<file path="src/rtl/segre_pkg.sv">
// rtl/segre_pkg.sv - shared widths and the shadow pipeline slot type for the ID bypass tracker
package segre_pkg;

  localparam int REG_ADDR_W = 5;

  typedef struct packed {
    logic                  valid;
    logic [REG_ADDR_W-1:0] rd;
    logic                  we;
    logic                  is_load;
  } dep_slot_t;

  localparam dep_slot_t DEP_SLOT_BUBBLE = '{valid: 1'b0, rd: '0, we: 1'b0, is_load: 1'b0};

  // A slot can only be a forwarding source if it is live and writes the RF.
  function automatic logic slot_writes(input dep_slot_t slot);
    return slot.valid & slot.we;
  endfunction

endpackage

</file>
<file path="src/rtl/dep_tracker_cmp.sv">
// rtl/dep_tracker_cmp.sv - compares one shadow slot's rd against both ID source registers
module dep_tracker_cmp
  import segre_pkg::*;
(
  input  dep_slot_t             slot_i,
  input  logic [REG_ADDR_W-1:0] rs1_addr_i,
  input  logic [REG_ADDR_W-1:0] rs2_addr_i,
  input  logic                  use_a_i,
  input  logic                  use_b_i,
  output logic [1:0]            dep_o
);

  logic hit_a;
  logic hit_b;

  // x0 is hardwired to zero, so a match on it never forms a dependency.
  always_comb begin
    hit_a    = use_a_i && (rs1_addr_i != '0) && (slot_i.rd == rs1_addr_i);
    hit_b    = use_b_i && (rs2_addr_i != '0) && (slot_i.rd == rs2_addr_i);
    dep_o[1] = slot_writes(slot_i) & hit_a;
    dep_o[0] = slot_writes(slot_i) & hit_b;
  end

endmodule

</file>
<file path="src/rtl/dep_tracker_id.sv">
// rtl/dep_tracker_id.sv - EX/MEM/WB destination shadow pipeline, bypass dependency and load-use stall generation (optional DEP_TRACKER_PERF_EN stall counter)
module dep_tracker_id
  import segre_pkg::*;
(
  input  logic                  clk_i,
  input  logic                  rst_i,
  input  logic                  valid_id_i,
  input  logic [REG_ADDR_W-1:0] rs1_addr_id_i,
  input  logic [REG_ADDR_W-1:0] rs2_addr_id_i,
  input  logic                  rd_src_a_id_i,
  input  logic                  rd_src_b_id_i,
  input  logic [REG_ADDR_W-1:0] rd_addr_id_i,
  input  logic                  rf_we_id_i,
  input  logic                  is_load_id_i,
  input  logic                  pipe_en_i,
  input  logic                  flush_i,
  output logic                  valid_ex_o,
  output logic                  valid_mem_o,
  output logic                  valid_wb_o,
  output logic                  data_produced_ex_o,
  output logic                  data_produced_mem_o,
  output logic                  data_produced_wb_o,
  output logic                  depEX_src_a_o,
  output logic                  depEX_src_b_o,
  output logic                  depMEM_src_a_o,
  output logic                  depMEM_src_b_o,
  output logic                  depWB_src_a_o,
  output logic                  depWB_src_b_o,
  output logic                  stall_id_o
`ifdef DEP_TRACKER_PERF_EN
  ,
  output logic [31:0]           stall_cnt_o
`endif
);

  dep_slot_t ex_q;
  dep_slot_t mem_q;
  dep_slot_t wb_q;
  dep_slot_t id_entry;
  logic      use_a;
  logic      use_b;
  logic      issue;
  logic [1:0] dep_ex;
  logic [1:0] dep_mem;
  logic [1:0] dep_wb;

  // Pack the ID instruction as a slot and qualify its source reads with valid_id_i.
  always_comb begin
    id_entry.valid   = 1'b1;
    id_entry.rd      = rd_addr_id_i;
    id_entry.we      = rf_we_id_i;
    id_entry.is_load = is_load_id_i;
    use_a            = valid_id_i & rd_src_a_id_i;
    use_b            = valid_id_i & rd_src_b_id_i;
  end

  dep_tracker_cmp u_cmp_ex (
    .slot_i     (ex_q),
    .rs1_addr_i (rs1_addr_id_i),
    .rs2_addr_i (rs2_addr_id_i),
    .use_a_i    (use_a),
    .use_b_i    (use_b),
    .dep_o      (dep_ex)
  );

  dep_tracker_cmp u_cmp_mem (
    .slot_i     (mem_q),
    .rs1_addr_i (rs1_addr_id_i),
    .rs2_addr_i (rs2_addr_id_i),
    .use_a_i    (use_a),
    .use_b_i    (use_b),
    .dep_o      (dep_mem)
  );

  dep_tracker_cmp u_cmp_wb (
    .slot_i     (wb_q),
    .rs1_addr_i (rs1_addr_id_i),
    .rs2_addr_i (rs2_addr_id_i),
    .use_a_i    (use_a),
    .use_b_i    (use_b),
    .dep_o      (dep_wb)
  );

  // A load in EX has no data until MEM, so a consumer of it must wait one bubble.
  always_comb begin
    stall_id_o = ex_q.valid & ex_q.is_load & (dep_ex[1] | dep_ex[0]);
    issue      = valid_id_i & ~stall_id_o & ~flush_i;
  end

  // Shadow pipeline advance: shift on pipe_en_i, insert a bubble when ID does not issue.
  always_ff @(posedge clk_i) begin
    if (rst_i) begin
      ex_q  <= DEP_SLOT_BUBBLE;
      mem_q <= DEP_SLOT_BUBBLE;
      wb_q  <= DEP_SLOT_BUBBLE;
    end else if (pipe_en_i) begin
      wb_q  <= mem_q;
      mem_q <= ex_q;
      ex_q  <= issue ? id_entry : DEP_SLOT_BUBBLE;
    end
  end

  // Per-stage status toward the ID bypass controller.
  always_comb begin
    valid_ex_o          = ex_q.valid;
    valid_mem_o         = mem_q.valid;
    valid_wb_o          = wb_q.valid;
    data_produced_ex_o  = slot_writes(ex_q) & ~ex_q.is_load;
    data_produced_mem_o = slot_writes(mem_q);
    data_produced_wb_o  = slot_writes(wb_q);
    depEX_src_a_o       = dep_ex[1];
    depEX_src_b_o       = dep_ex[0];
    depMEM_src_a_o      = dep_mem[1];
    depMEM_src_b_o      = dep_mem[0];
    depWB_src_a_o       = dep_wb[1];
    depWB_src_b_o       = dep_wb[0];
  end

`ifdef DEP_TRACKER_PERF_EN
  logic [31:0] stall_cnt_q;

  // Count cycles lost to load-use stalls, saturating rather than wrapping.
  always_ff @(posedge clk_i) begin
    if (rst_i) begin
      stall_cnt_q <= '0;
    end else if (stall_id_o && pipe_en_i && (stall_cnt_q != 32'hFFFF_FFFF)) begin
      stall_cnt_q <= stall_cnt_q + 32'd1;
    end
  end

  assign stall_cnt_o = stall_cnt_q;
`endif

endmodule

</file>
<file path="config.mk">
export PLATFORM = sky130hd
export DESIGN_NAME = dep_tracker_id
export DESIGN_NICKNAME = d
export VERILOG_FILES = /design/src/rtl/segre_pkg.sv /design/src/rtl/dep_tracker_cmp.sv /design/src/rtl/dep_tracker_id.sv
export SDC_FILE = /design/constraint.sdc
export NUM_CORES = 1
export LEC_CHECK = 0
export ABC_AREA = 1
export ABC_CLOCK_PERIOD_IN_PS = 1450
export CAP_MARGIN = 0
export CORE_MARGIN = 10
export CORE_UTILIZATION = 47
export DETAILED_ROUTE_END_ITERATION = 16
export PLACE_DENSITY = 0.78
export SYNTH_ARGS = -nofsm -noshare
export SYNTH_HDL_FRONTEND = slang
export SYNTH_SLANG_ARGS = --single-unit
</file>
<file path="constraint.sdc">
create_clock -name clk_i -period 1.45 [get_ports clk_i]
set_clock_uncertainty 0.1 [all_clocks]
set_input_delay 0.29 -clock clk_i [delete_from_list [all_inputs] [get_ports clk_i]]
set_output_delay 0.29 -clock clk_i [all_outputs]
set_load 0.1 [all_outputs]
</file>
==> results of run 1 <==
==> stage by stage <==
step                instance area, um2  hold WS [ns]  cells  util (%)
floorplan                         1480         0.268    196         -
global placement                  2260         0.383    293      83.4
detailed placement                2260         0.388    293      83.4
CTS                               2470         0.392    301      91.3
==> cells by family after synthesis <==
| logic type | after synthesis | synth area share [%] |
|---|---|---|
| xor gates and xnor gates | 16 | 10.7 |
| AOI/OAI and AO/OA | 30 | 13.8 |
| buffers and inverters | 29 | 8.52 |
| and+or+nand+nor | 99 | 33.2 |
| DFF | 22 | 33.7 |
==> repair_timing <==
| item | 4_1_cts |
|---|---|
| pin swaps | 20 |
| cloned | 0 |
| endpoints found under the setup margin | 18 |
| hold endpoints to repair | 0 |
| gates resized for setup | 59 |
| setup buffers | 6 |
==> results.md, run 1 <==
- Syn_nets: 220
- Most frequent cells after synthesis: nand2_1 (55), dfxtp_1 (22), inv_1 (20), nor2_1 (20), a21oi_1 (18)
- Main synth FF type: dfxtp_1
- Post-synthesis cell count: 196
- Post-synthesis cell type count: 26
- Async S/R FF share, synth: 0%
- Placer's final routability congestion estimate: 0.951
- Number of antenna violations at the first check in global routing: 0
- Number of I/O pins: 37
- Chip Height: 72.7 um
- Die W: 72.7 um
- Status: stopped before the end
- Largest cells by area after synthesis: dfxtp_1 (34%), nand2_1 (16%), xnor2_1 (7.4%), a21oi_1 (6.9%), inv_1 (5.7%)
- CTS Buffer Depth: 2
- Initial core utilization: 48.2%
- Share of the synthesized area in the top cell type: 33.7%
- Sequential fraction of the synthesis area: 33.7%
- Number of synthesized flops with an enable pin: 0
- CTS Buf Count: 3
- Stopped at: 5_1_grt
- Synthesized area per cell: 6.66 um2
- Crit. endpoint post-GRT repair: depWB_src_b_o
- Htree depth: 1
- Count leader, synth: nand2_1
- Mapped Area: 1310 um2
- Synthesized flop and latch total: 22
- Yosys warnings: 0
- Detail Placement HPWL: 3.51 mm
- Hold_buf cts: 0
- Clock Tree Root: clkbuf_4
- IO buf count: 36
- Worst_ep kind: output port
- Row count: 19
- Largest area contributor in the netlist: dfxtp_1
- Log Error: [ERROR DPL-0033] detailed placement checks failed during check placement.
- Pre-CTS WS: -0.806 ns
- Clock tree sinks: 22
- Pin count of the biggest net entering global routing: 23
==> run 2, diff against run 1 <==
--- a/config.mk
+++ b/config.mk
@@ -8,10 +8,10 @@
 export ABC_AREA = 1
 export ABC_CLOCK_PERIOD_IN_PS = 1450
 export CAP_MARGIN = 0
-export CORE_MARGIN = 10
-export CORE_UTILIZATION = 47
+export CORE_AREA = 10 10 71 73
 export DETAILED_ROUTE_END_ITERATION = 16
-export PLACE_DENSITY = 0.78
+export DIE_AREA = 0 0 81 83
+export PLACE_DENSITY_LB_ADDON = 0.15
 export SYNTH_ARGS = -nofsm -noshare
 export SYNTH_HDL_FRONTEND = slang
 export SYNTH_SLANG_ARGS = --single-unit
==> run 2 against run 1 <==
The flow now finishes, with violations (setup timing). Area after synthesis did not move. Synthesized cell count stayed put.
==> results.md, run 2 <==
- Share of the synthesized area in the top cell type: 33.7% (unchanged)
- Hold/Removal Path Class: register to register
- Wirelength per Cell: 14.6 um
- CTS tree: done
- Area delta synth->final: 94.3%
- Most frequent cells in the layout: nand2_1 (48), buf_4 (33), nor2_1 (16), a21oi_1 (16), buf_12 (14)
- Pin count of the biggest net entering global routing: 23
- Max FFs per register: 7
- Vias in the first global route: 1666
- CP endpoint kind: output port
- Fill count: 307
- Clock tree sinks: 22 (unchanged)
- Critical Path Start Type: register
- Antenna viol nets, final: 0
- Status: complete, but fails checks (was stopped before the end)
- Async S/R FF share, synth: 0% (unchanged)
- Largest cells by area after synthesis: dfxtp_1 (34%), nand2_1 (16%), xnor2_1 (7.4%), a21oi_1 (6.9%), inv_1 (5.7%) (unchanged)
- Global-route wire length before repair: 7.51 mm
- Main synth FF type: dfxtp_1 (unchanged)
- Synthesized area per cell: 6.66 um2 (unchanged)
- Max Cap Viol: 0
- Worst-path clk slew: 0.08 ns
- Number of I/O pins: 37 (unchanged)
- Period utilisation layout: 134%
- Biggest regs: ex_q x7, mem_q x6, wb_q x6
- First-pass DRT Iterations: 4
- Worst vdd ir: 0.410 mV
- F_max: 516 MHz
- Clock Tree Root: clkbuf_8 (was clkbuf_4)
- Hold path depth: 2
- Leak pwr: 1.06 nW
- Largest area contributor in the netlist: dfxtp_1 (unchanged)
- Synthesized flop and latch total: 22 (unchanged)
- Total gr overflow: 0
- Setup violators final: 18
- Final WL: 4.65 mm
- Yosys warnings: 0 (unchanged)
- Final hold violation count: 0
- Most frequent cells after synthesis: nand2_1 (55), dfxtp_1 (22), inv_1 (20), nor2_1 (20), a21oi_1 (18) (unchanged)
- Mapped Area: 1310 um2 (unchanged)
- IO buf count: 36 (unchanged)
- Arrival time worst endpoint: 1.55 ns
- Chip Height: 83 um (was 72.7 um)
- # diodes: 0
- Proportion of layout cells with a drive suffix above 1: 53.9%
- Worst-path maximum fanout: 4
- CTS Buf Count: 3 (unchanged)
- Critical path data required time: 1.06 ns
- Row count: 22 (was 19)
- RSZ-0062 raised after global routing: yes
- Slowest CP cell: dfxtp_4
- Syn_nets: 220 (unchanged)
- Post-synthesis cell count: 196 (unchanged)
- Total global-route track usage: 13.6%
- Number of antenna violations at the first check in global routing: 0
- Pre-CTS WS: -0.774 ns (was -0.806 ns)
- DRT iter0 DRCs: 60
- Pwr Density: 575 nW/um2
- Die area: 6720 um2
- WHS: 0.386 ns
- Placer's final routability congestion estimate: 0.904 (was 0.951)
- Worst-Skew Late Latency: 0.26 ns
- Crit-path cells: nand2_1, nand2_2, nand2_1, nor2_1, nand3_2, nand2_2, nand2_4, clkinvlp_4, buf_12
- DR vias: 1572
- Nets@finish: 296
- Core ar.: 3630 um2
- Crit path largest cell delay: 0.39 ns
- Post-synthesis cell type count: 26 (unchanged)
- Commonest non-fill, non-tap cell in the layout: nand2_1
- Final WS setup: -0.489 ns
- Sequential fraction of the synthesis area: 33.7% (unchanged)
- Failing checks: setup timing
- Fin crit period: 1.94 ns
- Die W: 81 um (was 72.7 um)
- R2R cell count: 10
- # DRC: 0
- Number of synthesized flops with an enable pin: 0 (unchanged)
- Count leader, synth: nand2_1 (unchanged)
- CTS Buffer Depth: 2 (unchanged)
- Via/cell ratio: 4.93
- Detail Placement HPWL: 3.44 mm (was 3.51 mm)
- Htree depth: 1 (unchanged)
- Max_slew headroom: 77.4%
- Slew @ Worst Pin: 0.338 ns
- Reg with most FFs: ex_q
- Initial core utilization: 36.0% (was 48.2%)
- Crit Path Class: register to output port
- Fin. max-slew vios: 0
## run 2: cell counts after synthesis
No cell type changed its count.
## run 2: timing repair
| item | CTS | global route |
|---|---|---|
| hold buffers | 0 | 0 |
| pin swaps | 23 | 13 |
| endpoints found under the setup margin | 18 | 18 |
| setup buffers | 5 | 1 |
| resized for setup | 71 | 25 |
## run 2: worst paths after layout
path              startpoint         end  slack [ns]
setup / recovery     ex_q[6]  stall_id_o       -0.49
hold / removal       wb_q[4]     wb_q[4]        0.39
setup reg to reg     ex_q[6]     ex_q[2]       -0.10
hold reg to reg      wb_q[4]     wb_q[4]        0.39
## run 2: per-stage QoR
stage                     power (mW)  cell area (um2)  setup TNS (ns)  std cells  utilization, %
final                           1.46             2540           -3.71        319            69.9
after global routing            1.53             2540           -5.15        319            69.9
after CTS                       1.45             2500           -3.20        319            68.7
after detailed placement       0.986             2300          -10.55        312            63.2
after global placement         0.982             2300           -9.80        312            63.2
after floorplan                0.806             1480           -5.24        196               -
## run 2: cell type report
class | count | area [um2] | area share, %
Multi-Input combinational cell | 145 | 1020 | 40.0
Timing Repair Buffer | 76 | 808 | 31.8
Sequential cell | 22 | 488 | 19.2
Inverter | 24 | 111 | 4.39
Tap cell | 48 | 60.1 | 2.37
Clock buffer | 4 | 55.1 | 2.17
## run 2: cells by family after synthesis
kind of cell	Yosys count	share of synthesized area, %
and+or+nand+nor	99	33.2
AOI/OAI and AO/OA	30	13.8
buffers and inverters	29	8.52
DFF	22	33.7
xor gates and xnor gates	16	10.7
## run 2: layer usage
layer  share of wire, %  routed length, um  GRT usage, %
met3                5.1                238          3.02
met5                  0                  0             0
met4                1.7                 80          3.44
met2                 50               2350          23.0
met1                 43               1990          16.5
## run 2: worst max-delay path, delay by kind of cell, from the launching register on
family	cells	cell delay (ns)
and+or+nand+nor	7	0.65
DFF	1	0.39
buffers and inverters	2	0.23
## run 2: where the power goes
group	switching [mW]	total, mW	internal [mW]
combinational	0.189	0.373	0.184
clock	0.203	0.445	0.242
sequential	0.0253	0.641	0.616
No activity file was read; power rests on OpenSTA's default activity.
